**src/rtl/tdm_demux4.sv**
```systemverilog
// Four-channel TDM receive demultiplexer: aligns on a sync marker, collects one
// sample per slot into shadow registers and presents complete frames on a..d.
module tdm_demux4 #(
    parameter int W = 1
) (
    input  logic         clk,
    input  logic         rst,
    input  logic [W-1:0] in_data,
    input  logic         in_valid,
    input  logic         sync,
    output logic [W-1:0] a,
    output logic [W-1:0] b,
    output logic [W-1:0] c,
    output logic [W-1:0] d,
    output logic         frame_valid,
    output logic [1:0]   slot,
    output logic         locked,
    output logic         sync_err
);

    typedef enum logic {
        HUNT = 1'b0,
        LOCK = 1'b1
    } state_t;

    state_t       state_q;
    logic [1:0]   slot_q;
    logic [1:0]   slot_d;
    logic [W-1:0] shadow_q [4];
    logic [W-1:0] a_q, b_q, c_q, d_q;
    logic         frame_valid_q;
    logic         sync_err_q;

    always_comb begin
        slot_d = slot_q + 2'd1;
    end

    always_ff @(posedge clk or posedge rst) begin
        if (rst) begin
            state_q       <= HUNT;
            slot_q        <= '0;
            for (int unsigned i = 0; i < 4; i++) shadow_q[i] <= '0;
            a_q           <= '0;
            b_q           <= '0;
            c_q           <= '0;
            d_q           <= '0;
            frame_valid_q <= 1'b0;
            sync_err_q    <= 1'b0;
        end else begin
            frame_valid_q <= 1'b0;
            sync_err_q    <= 1'b0;
            if (in_valid) begin
                case (state_q)
                    HUNT: begin
                        if (sync) begin
                            shadow_q[0] <= in_data;
                            slot_q      <= 2'd1;
                            state_q     <= LOCK;
                        end
                    end
                    LOCK: begin
                        if (sync) begin
                            // Sync anywhere but slot 0 abandons the partial frame.
                            sync_err_q  <= (slot_q != 2'd0);
                            shadow_q[0] <= in_data;
                            slot_q      <= 2'd1;
                        end else begin
                            shadow_q[slot_q] <= in_data;
                            slot_q           <= slot_d;
                            if (slot_q == 2'd3) begin
                                a_q           <= shadow_q[0];
                                b_q           <= shadow_q[1];
                                c_q           <= shadow_q[2];
                                d_q           <= in_data;
                                frame_valid_q <= 1'b1;
                            end
                        end
                    end
                    default: state_q <= HUNT;
                endcase
            end
        end
    end

    assign a           = a_q;
    assign b           = b_q;
    assign c           = c_q;
    assign d           = d_q;
    assign frame_valid = frame_valid_q;
    assign slot        = slot_q;
    assign locked      = (state_q == LOCK);
    assign sync_err    = sync_err_q;

endmodule

```
**config.mk**
```make
export PLATFORM = sky130hd
export DESIGN_NAME = tdm_demux4
export DESIGN_NICKNAME = d
export VERILOG_FILES = /design/src/rtl/tdm_demux4.sv
export SDC_FILE = /design/constraint.sdc
export NUM_CORES = 1
export LEC_CHECK = 0
export BUFFER_PORTS_ARGS = -buffer_cell sky130_fd_sc_hd__buf_2
export CAP_MARGIN = 25
export CELL_PAD_IN_SITES_DETAIL_PLACEMENT = 1
export CELL_PAD_IN_SITES_GLOBAL_PLACEMENT = 1
export CORE_AREA = 2 2 44 46
export CTS_CLUSTER_SIZE = 10
export DETAILED_ROUTE_END_ITERATION = 6
export DIE_AREA = 0 0 46 48
export PLACE_DENSITY = 0.65
export SYNTH_ARGS = -nofsm -noshare
export SYNTH_HDL_FRONTEND = slang
export SYNTH_SLANG_ARGS = --single-unit
export TNS_END_PERCENT = 5
```
**constraint.sdc**
```tcl
create_clock -name clk -period 1.7 [get_ports clk]
set_clock_uncertainty 0.05 [all_clocks]
set_input_delay 0.17 -clock clk [delete_from_list [all_inputs] [get_ports clk]]
set_output_delay 0.17 -clock clk [all_outputs]
set_load 0.1 [all_outputs]
```
=== Word level (Yosys, flattened, before mapping) ===
Cells that the tools add are included.

* Register bits: 13
* Bits in latches: 0
* RAM bits: 0
* Bits in read-only memories: 0
* Input bits: 5
* Logic and storage cells: 43
* Memories kept: 0

* $add $sub $neg: 1
* Multipliers: 0
* Div/mod/pow operators: 0
* $lt $le $gt $ge: 2
* Eq/ne operators: 2
* Shifts and indexed selects: 0
* Multiplexer cells: 18
* Bitwise operators: 3
* Reductions and logical operators: 5

{| class="wikitable"
|+ Operators with widths
! operator !! number
|-
| $mux 1 || 12
|-
| $bwmux 4 || 1
|-
| $mux 2 || 2
|-
| $pmux 2 s2 || 1
|-
| $reduce_and 4->1 || 1
|-
| $ge 3x3->1 const B || 1
|-
| $lt 3x1->1 const B || 1
|-
| $not 2->3 || 1
|-
| $reduce_and 3->1 || 1
|-
| $add 2x1->2 const B || 1
|-
| $demux 1 s2 || 1
|-
| $eq 2x2->1 const B || 1
|-
| $ne 2x2->1 const B || 1
|-
| $not 1->1 || 2
|-
| $pmux 1 s2 || 1
|-
| $reduce_and 2->1 || 1
|-
| $reduce_bool 2->1 || 1
|-
| $logic_and 1x1->1 || 1
|}

=== Longest topological paths before layout ===
Gate-level depths: netlist of the first run.

* Depth in word-level cells: 8
* Mapped depth: 4
* Gate-level depth less buffers: 4

=== Worst setup path before layout of the first run ===
No wires, ideal clock.

* Path type: register to register
* Start: reg slot_q[0] (netlist: slot[0])
* End: reg a_q (netlist: a)
* Library setup time: 126 ps
* Data arrival time: 1772 ps
* Data required time: 1524 ps
* Slack: -248 ps
* Cell stages (with the launch flop): 4
* Period minus slack after synthesis: 1948 ps
* Path through: dfrtp_1 > ha_1 > nand4b_1 > mux2_2

* Word-level cells in the longest chain between the ends: 2

{| class="wikitable"
|+ Ends and longest elaborated chain
! what !! line !! RTL
|-
| start, declared || 27 || <nowiki>logic [1:0] slot_q;</nowiki>
|-
| start signal, assigned || 69 || <nowiki>slot_q <= slot_d;</nowiki>
|-
| $eq 2x2->1 || 70 || <nowiki>if (slot_q == 2'd3) begin</nowiki>
|-
| $reduce_and 4->1 (no source line) || - ||
|-
| end signal, assigned || 71 || <nowiki>a_q <= shadow_q[0];</nowiki>
|-
| end, declared || 30 || <nowiki>logic [W-1:0] a_q, b_q, c_q, d_q;</nowiki>
|}

Every way passes these cells.
A chain may end at the register's enable or synchronous reset.

=== Final worst setup path of the first run ===
* Start: reg state_q (netlist: locked)
* End: out locked

{| class="wikitable"
|+ RTL lines
! what !! line !! RTL
|-
| start, declared || 26 || <nowiki>state_t state_q;</nowiki>
|-
| start signal, assigned || 40 || <nowiki>state_q <= HUNT;</nowiki>
|-
| start signal, assigned || 58 || <nowiki>state_q <= LOCK;</nowiki>
|-
| start signal, assigned || 79 || <nowiki>default: state_q <= HUNT;</nowiki>
|-
| end, declared || 17 || <nowiki>output logic locked,</nowiki>
|}

No word-level cell between the ends.

==> reports/qor.yml, run 1 <==
final.setup.tns_ns: 0
critical_path.top_delay_family: "flip-flops"
post_cts_resized: 0
synth_ff_type: "dfrtp_1"
die_h_microns: 48
dp.cells: 73
crit_end: "locked"
placementRows: 15
path_clk_slew_ns: 0.09
slowest_delay_ns: 0.48
critPathKind: "reg2out"
hpwl_microns: 744
antenna_left: 0
cp_slowest_cell: "dfrtp_2"
grt_max_degree: 13
crit_chain: "buf_2"
worst_ep_arrival_time_ns: 1.21
pre_cts_slack_ns: 0.311
holdWs_ns: 0.131
crit_buf_inv: 1
io_pins: 14
met1_usage_pct: 13.6
met3_usage_pct: 2.26
min_period_over_period_pct: 84.3
synth_top_cell_by_area: "dfrtp_1"
utilization_pct: 40.7
slew_headroom_pct: 67.8
grt_overflow: 0
maxSlewViolCount: 0
cts_num_sinks: 12
diodes: 0
fmax_ghz: 0.698
cts_tree: "done"
portBuffers: 13
floorplan.initialDensity_pct: 34.1
grt_pass1_vias: 388
outcome: "finished clean"
die_area_sq_um: 2210
setup_viol: 0
hold_path.class: "in2reg"
ys_types: 19
rsz0062_at_grt: "no"
grt_pass1_wl_mm: 1.73
syn_nets: 55
reg2reg_from: "slot[0]$_DFFE_PP0P_"
wl_per_cell_microns: 14.0
worst_setup_path_end_kind: "primary output"
die_w_microns: 46
critPathRequiredTime_ns: 1.48
detail_route.first_pass.iterations: 2
synthToLayoutAreaGrowth_pct: 19.6
worstSetupStartpoint: "locked$_DFFE_PP0P_"
min_period_ns: 1.43
dpl-instance-area_sq_um: 642
num_vias: 401
worstReg2RegEnd: "b$_DFFE_PP0P_"
synth_seq_area_share_pct: 52.2
via_per_inst: 5.14
cts_root_buf: "clkbuf_4"
grt_usage_pct: 11.9
drive_gt1_share_pct: 42.6
critical_path_depth: 1
postLayoutCellArea_sq_um: 688
synth_edf_count: 0
cts_max_level: 1
tightest_slew_ns: 0.486
hold_viol: 0
clockBufferDepth: 2
layout.nets: 71
yosys_warnings: 0
fin_cells: 78
path_max_fanout: 12
setup_slack_ns: 0.267
synthTopCellsByArea: "dfrtp_1 (52%), mux2_2 (12%), ha_1 (8.7%), nand4b_1 (6.1%), and4b_1 (3.5%)"
gp_congestion: 0.669
async_reset_ff_share_pct: 100
rr_worst_depth: 3
clk_latency_ns: 0.28
cts_buffers: 3
route.detailed.drc: 0
top_usage_layer: "met2"
core_sq_um: 1690
cp-start-kind: "flop"
avgSynthCellArea_sq_um: 12.5
rrSetupSlack_ns: 0.31
met2_usage_pct: 18.9
ys_ff_latch: 12
synthTopCellsByCount: "dfrtp_1 (12), mux2_2 (6), ha_1 (4), inv_1 (4), nand4b_1 (4)"
cap_violations: 0
p_leak_nw: 0.344
finalPower_mw: 1.26
syn_inst: 46
peakVddDrop_mv: 0.515
synth.top_cell.area_share_pct: 52.2
syn_area_sq_um: 576
drt-initial-drc-count: 1
wl_mm: 1.09
antenna_found_initial: 0
synth.most_common_cell: "dfrtp_1"
cellPowerDensity_nw_per_um2: 1840
[power by group]
| group | internal (mW) | leakage [nW] | total [mW] | switching (mW) |
|---|---|---|---|---|
| registers | 0.368 | 0.144 | 0.411 | 0.0423 |
| logic | 0.117 | 0.179 | 0.619 | 0.502 |
| clock network | 0.130 | 0.0210 | 0.234 | 0.104 |
[layout by cell type (no fill, tap or decap)]
| cell | n |
|---|---|
| a21boi_0 | 1 |
| a21o_1 | 1 |
| a21oi_1 | 1 |
| and4b_1 | 2 |
| buf_2 | 13 |
| clkbuf_4 | 3 |
| clkbuf_8 | 1 |
| dfrtp_1 | 9 |
| dfrtp_2 | 3 |
| dlygate4sd3_1 | 1 |
| ha_1 | 4 |
| inv_1 | 4 |
| mux2_2 | 6 |
| nand2_1 | 1 |
| nand3_1 | 1 |
| nand4b_1 | 4 |
| nor2_1 | 1 |
| nor3_1 | 2 |
| o21a_1 | 1 |
| o21ai_0 | 1 |
| o2bb2ai_1 | 1 |
[final cells by class]
| type | count | area, sq um |
|---|---|---|
| fill | 187 | 1000 |
| sequential | 12 | 304 |
| multi-input combinational | 27 | 236 |
| timing repair buffer | 14 | 75.1 |
| clock buffer | 4 | 36.3 |
| tap | 17 | 21.3 |
| inverter | 4 | 15.0 |
[flip-flops by register name, summed over array words and instances, names as in the netlist]
register and flops:
b 1, locked 1, c 1, slot 2, frame_valid 1, a 1
shadow_q 3, sync_err 1, d 1
[metal layers]
layer	vias up	part of all wire, %
met2	10	46
met1	193	47
met5	-	0
li1	194	-
met3	4	3.6
met4	0	3.6
[cells by family (layout without fill, tap and decap cells)]
| kind of cell | count (synthesis) | in the layout | share of synthesized area (%) |
|---|---|---|---|
| compound gates | 6 | 6 | 7.17 |
| fa+ha+maj | 4 | 4 | 8.70 |
| buf+inv | 7 | 22 | 6.74 |
| flops | 12 | 12 | 52.2 |
| mux | 6 | 6 | 11.7 |
| simple gates | 11 | 11 | 13.5 |
[what timing repair did]
item,in CTS,in global routing
endpoints found under the hold margin,12,0
buffers inserted,0,0
hold buffers,1,0
[worst min path at each step]
stage          startpoint                 endpoint  slack [ns]  depth (start not counted)
2_1_floorplan         rst            a$_DFFE_PP0P_       -0.02                          1
3_3_place_gp          rst  shadow_q[1]$_DFFE_PP0P_        0.16                          2
3_5_place_dp          rst  shadow_q[1]$_DFFE_PP0P_        0.16                          2
4_1_cts           in_data  shadow_q[1]$_DFFE_PP0P_        0.13                          2
5_1_grt           in_data            d$_DFFE_PP0P_        0.15                          2
6_report          in_data  shadow_q[1]$_DFFE_PP0P_        0.13                          2
Power figures use the tool's default switching activity.
==> run 2: changes to the inputs <==
ABC_AREA = 1   (was not set)
CORE_AREA = 2 2 45 47   (was 2 2 44 46)
DIE_AREA = 0 0 47 49   (was 0 0 46 48)
PLACE_DENSITY = 0.67   (was 0.65)
clock period = 1.2 ns   (was 1.7 ns; I/O delays follow)
==> reports/qor.yml, run 2 <==
layout_commonest_cell: "nand2_1"
postLayoutCellArea_sq_um: 907  # +32%
grt_overflow: 0  # unchanged
core_sq_um: 1840  # +9.0%
worst_ep_arrival_time_ns: 1.05  # -0.16 ns
path_max_fanout: 2  # -10
cp-start-kind: "flop"
min_period_ns: 1.22
layout.nets: 93  # +31%
cap_violations: 0  # unchanged
grt_usage_pct: 14.0  # +2.2 points
final.setup.tns_ns: -0.0169  # -0.0169 ns
ys_ff_latch: 12  # unchanged
critPathKind: "reg2out"
wl_mm: 1.28  # +17%
synth_seq_area_share_pct: 54.4  # +2.2 points
antenna_left: 0  # unchanged
portBuffers: 13  # unchanged
syn_inst: 61  # +33%
gp_congestion: 0.757  # +13%
violations: "negative setup slack"
floorplan.initialDensity_pct: 30.0  # -4.1 points
synthToLayoutAreaGrowth_pct: 64.4
drt-initial-drc-count: 2  # +1
syn_area_sq_um: 552  # -4.1%
wl_per_cell_microns: 11.6  # -17%
drive_gt1_share_pct: 37.3  # -5.3 points
yosys_warnings: 0  # unchanged
hold_viol: 0  # unchanged
grt_pass1_wl_mm: 2.21  # +28%
worst_setup_path_end_kind: "primary output"
critPathRequiredTime_ns: 1.03  # -0.45 ns
clockBufferDepth: 2  # unchanged
dpl-instance-area_sq_um: 835  # +30%
via_per_inst: 4.40  # -14%
synth_top_cell_by_area: "dfrtp_1"
route.detailed.drc: 0  # unchanged
hpwl_microns: 949  # +27%
maxSlewViolCount: 0  # unchanged
async_reset_ff_share_pct: 100  # unchanged
fin_cells: 110  # +41%
hold_path.class: "in2reg"
dp.cells: 102  # +40%
rrSetupSlack_ns: 0.03  # -0.28 ns
num_vias: 484  # +21%
die_h_microns: 49  # +2.1%
fmax_ghz: 0.822
syn_nets: 70  # +27%
synth_edf_count: 0  # unchanged
io_pins: 14  # unchanged
placementRows: 16  # +1
die_w_microns: 47  # +2.2%
mostFrequentLayoutCells: "nand2_1 (22), nand3_1 (10), dfrtp_1 (9), buf_12 (9), inv_1 (6)"
finalPower_mw: 1.94  # +53%
die_area_sq_um: 2300  # +4.3%
cts_buffers: 3  # unchanged
synth.top_cell.area_share_pct: 54.4  # +2.2 points
cts_num_sinks: 12  # unchanged
slew_headroom_pct: 68.8  # +0.97 points
clk_latency_ns: 0.27  # about the same
ys_types: 9  # -10
cts_max_level: 1  # unchanged
peakVddDrop_mv: 1.05  # +100%
antenna_found_initial: 0  # unchanged
synth.most_common_cell: "nand2_1"
utilization_pct: 49.3  # +8.5 points
min_period_over_period_pct: 101
grt_pass1_vias: 514  # +32%
path_clk_slew_ns: 0.07  # -0.02 ns
grt_max_degree: 13  # unchanged
synthTopCellsByCount: "nand2_1 (22), dfrtp_1 (12), nand3_1 (11), inv_1 (8), ha_1 (4)"
avgSynthCellArea_sq_um: 9.05  # -28%
synthTopCellsByArea: "dfrtp_1 (54%), nand2_1 (15%), nand3_1 (10%), ha_1 (9.1%), inv_1 (5.4%)"
largest_reg_flops: 3  # unchanged
rsz0062_at_grt: "yes"
tightest_slew_ns: 0.468  # -0.0184 ns
cts_tree: "done"
p_leak_nw: 0.467  # +36%
holdWs_ns: 0.0784  # -0.0524 ns
cellPowerDensity_nw_per_um2: 2140  # +16%
diodes: 0  # unchanged
setup_slack_ns: -0.0169  # -0.284 ns
setup_viol: 1  # +1
synth_ff_type: "dfrtp_1"
detail_route.first_pass.iterations: 3  # +1
pre_cts_slack_ns: 0.0295  # -0.281 ns
regMostFlops: "shadow_q"
nFillCells: 214  # +14%
cts_root_buf: "clkbuf_4"
outcome: "complete, but fails checks"
run 2: cell count changes after synthesis, sizes merged:
cell     delta
nand2      +23
nand3      +10
mux2        -6
inv         +4
nand4b      -4
buf         -3
and4b       -2
a21boi      -1
a21o        -1
a21oi       -1
nor3        -1
o21a        -1
o21ai       -1
o2bb2ai     -1
run 2: area by class of cell:
cell class,count,area (sq um),area share [%]
clock buffer,4,26.3,2.90
inverter,8,35.0,3.86
multi-input combinational,42,260,28.7
sequential,12,312,34.3
tap,27,33.8,3.72
timing repair buffer,17,240,26.5
run 2: logic make-up (layout without fill, tap and decap cells):
kind of cell / Yosys count / count (layout) / share of synthesized area [%]
flip-flops: 12 / 12 / 54.4
adder cells (fa/ha/maj): 4 / 4 / 9.07
buffers and inverters: 8 / 29 / 5.44
AND/OR/NAND/NOR: 37 / 38 / 31.1
run 2: final timing paths:
path | from | endpoint | cells past startpoint
worst min register to register | shadow_q[1]$_DFFE_PP0P_ | shadow_q[1]$_DFFE_PP0P_ | 2
max in group asynchronous | rst | locked$_DFFE_PP0P_ | 3
worst min-delay path | in_data | d$_DFFE_PP0P_ | 3
min in group asynchronous | rst | c$_DFFE_PP0P_ | 3
worst max register to register | slot[1]$_DFFE_PP0P_ | shadow_q[3]$_DFFE_PP0P_ | 7
worst max-delay path | locked$_DFFE_PP0P_ | locked | 2
run 2: power breakdown:
group | internal [mW] | switching, mW
sequential | 0.513 | 0.105
combinational | 0.362 | 0.691
clock | 0.129 | 0.137
total | 1.00 | 0.933
run 2: timing repair:
item,4_1_cts,5_1_grt
setup endpoints to repair,1,8
pin swaps,2,4
hold buffers,1,0
gates resized for setup,1,2
hold endpoints to repair,12,0
cloned,0,1
buffers inserted,2,0
run 2: per-layer routing:
layer  GRT usage, %  share of wire [%]
met5              0                  0
met4           9.72                2.0
met3           3.33                5.0
met2           22.8                 52
met1           15.1                 41
run 2: worst max-delay path, cell delays in order, from the launching register on:
cell,delay (ns)
dfrtp_4,0.49
buf_6,0.13
buf_12,0.15
==> run 3: changes to the inputs <==
GPL_TIMING_DRIVEN = 0   (was not set)
==> reports/qor.yml, run 3 (synthesized netlist as in run 2, its figures left out) <==
p_clk_share_pct: 15.3  # +1.6 points
switching_power_mw: 0.883  # -5.4%
rrSetupSlack_ns: 0.04  # about the same
setup_viol: 0  # -1
grt_max_degree: 13  # unchanged
clk_latency_ns: 0.27  # about the same
path_clk_slew_ns: 0.07  # about the same
cts_buffers: 3  # unchanged
crit_chain: "buf_6"
min_period_over_period_pct: 97.5  # -3.9 points
min_period_ns: 1.17  # -0.0467 ns
worst_setup_path_end_kind: "primary output"
hpwl_microns: 815  # -14%
dpl-instance-area_sq_um: 692  # -17%
worst_ep_arrival_time_ns: 1.00  # -0.05 ns
die_area_sq_um: 2300  # unchanged
grt_usage_pct: 12.0  # -2.0 points
holdPathStages: 3  # unchanged
layout_commonest_cell: "nand2_1"
setup_slack_ns: 0.0298  # +0.0467 ns
portBuffers: 13  # unchanged
drt-initial-drc-count: 7  # +5
detail_route.first_pass.iterations: 4  # +1
fmax_ghz: 0.855  # +4.0%
maxSlewViolCount: 0  # unchanged
slew_headroom_pct: 68.5  # -0.23 points
regMostFlops: "shadow_q"
comb_power_share_pct: 50.8  # -3.6 points
path_max_fanout: 5  # +3
grt_overflow: 0  # unchanged
largest_reg_flops: 3  # unchanged
slowest_delay_ns: 0.52  # +0.03 ns
switching_share_pct: 51.6  # +3.5 points
pre_cts_slack_ns: 0.0314  # +0.00186 ns
cts_num_sinks: 12  # unchanged
cellPowerDensity_nw_per_um2: 2220  # +4.1%
hold_viol: 0  # unchanged
grt_pass1_vias: 453  # -12%
cts_max_level: 1  # unchanged
drive_gt1_share_pct: 35.0  # -2.3 points
tightest_slew_ns: 0.471  # +0.00344 ns
via_per_inst: 4.19  # -4.8%
power.internal_mw: 0.827  # -18%
outcome: "finished clean"
clockBufferDepth: 2  # unchanged
die_h_microns: 49  # unchanged
reg2reg_from: "slot[0]$_DFFE_PP0P_"
wl_mm: 1.06  # -17%
m1WireLength_microns: 477  # -8.1%
critPathRequiredTime_ns: 1.03  # about the same
hold_path.class: "in2reg"
antenna_left: 0  # unchanged
hp-start: "in_data"
top_layer: "met4"
postLayoutCellArea_sq_um: 769  # -15%
crit_buf_inv: 1  # -1
peakVddDrop_mv: 0.827  # -21%
placementRows: 16  # unchanged
die_w_microns: 47  # unchanged
antenna_found_initial: 0  # unchanged
gp_congestion: 0.616  # -19%
wl_met2_microns: 489  # -27%
p_leak_nw: 0.421  # -9.8%
num_vias: 448  # -7.4%
synthToLayoutAreaGrowth_pct: 39.5
floorplan.initialDensity_pct: 30.0  # unchanged
hold_end: "shadow_q[2]$_DFFE_PP0P_"
critPathKind: "reg2out"
worstReg2RegEnd: "shadow_q[3]$_DFFE_PP0P_"
diodes: 0  # unchanged
critical_path.top_delay_family: "flip-flops"
layout.nets: 90  # -3.2%
cts_tree: "done"
seq_power_share_pct: 33.9  # +2.0 points
wl_per_cell_microns: 9.87  # -15%
rr_worst_depth: 7  # unchanged
met3WireLength_microns: 64  # unchanged
grt_pass1_wl_mm: 1.90  # -14%
mostFrequentLayoutCells: "nand2_1 (22), nand3_1 (10), dfrtp_1 (9)"
io_pins: 14  # unchanged
route.detailed.drc: 0  # unchanged
cp-start-kind: "flop"
cts_root_buf: "clkbuf_4"
rsz0062_at_grt: "yes"
cp_slowest_cell: "dfrtp_4"
cap_violations: 0  # unchanged
core_sq_um: 1840  # unchanged
[run 3: layout make-up]
cell class              count  area [sq um]
repair buffers             15           116
inverters                   8          35.0
clock buffers               4          26.3
well taps                  27          33.8
fillers                   236          1070
multi-input cells          41           246
flip-flops and latches     12           312
[run 3: power groups by stage]
stage / registers [mW] / logic, mW / clock network [mW]
final: 0.580 / 0.868 / 0.262
after detailed placement: 0.584 / 0.820 / 0
after CTS: 0.582 / 0.870 / 0.280
after global placement: 0.580 / 0.808 / 0
after global routing: 0.596 / 0.928 / 0.299
after floorplan: 1.12 / 0.152 / 0
[run 3: through the flow]
stage	std cells	TNS (ns)	utilization (%)	total power, mW	hold slack (ns)
floorplan	61	-0.571	-	1.27	-0.0652
global placement	101	0	37.6	1.39	0.105
detailed placement	101	0	37.6	1.40	0.107
CTS	106	0	41.2	1.73	0.0797
global route	107	-0.252	41.8	1.82	0.0880
finish	107	0	41.8	1.71	0.0828
[run 3: worst max path at each step]
stage | slack [ns] | depth (start not counted) | startpoint | endpoint
finish | 0.03 | 1 | slot[0]$_DFFE_PP0P_ | slot[0]
global route | -0.08 | 7 | slot[0]$_DFFE_PP0P_ | shadow_q[3]$_DFFE_PP0P_
CTS | 0.001 | 1 | sync_err$_DFF_PP0_ | sync_err
detailed placement | 0.03 | 7 | slot[0]$_DFFE_PP0P_ | shadow_q[3]$_DFFE_PP0P_
global placement | 0.05 | 5 | locked$_DFFE_PP0P_ | a$_DFFE_PP0P_
floorplan | -0.09 | 5 | locked$_DFFE_PP0P_ | a$_DFFE_PP0P_
[run 3: per-layer routing]
layer,track usage (%),up-vias
li1,-,228
met1,14.1,202
met2,17.8,15
met3,4.81,3
met4,6.94,0
met5,0,-
[run 3: repair_timing]
action | 4_1_cts | 5_1_grt
endpoints found under the setup margin | 8 | 10
resized for setup | 11 | 1
pin swaps | 0 | 3
setup buffers | 0 | 1
hold endpoints to repair | 12 | 0
hold buffers | 1 | 0
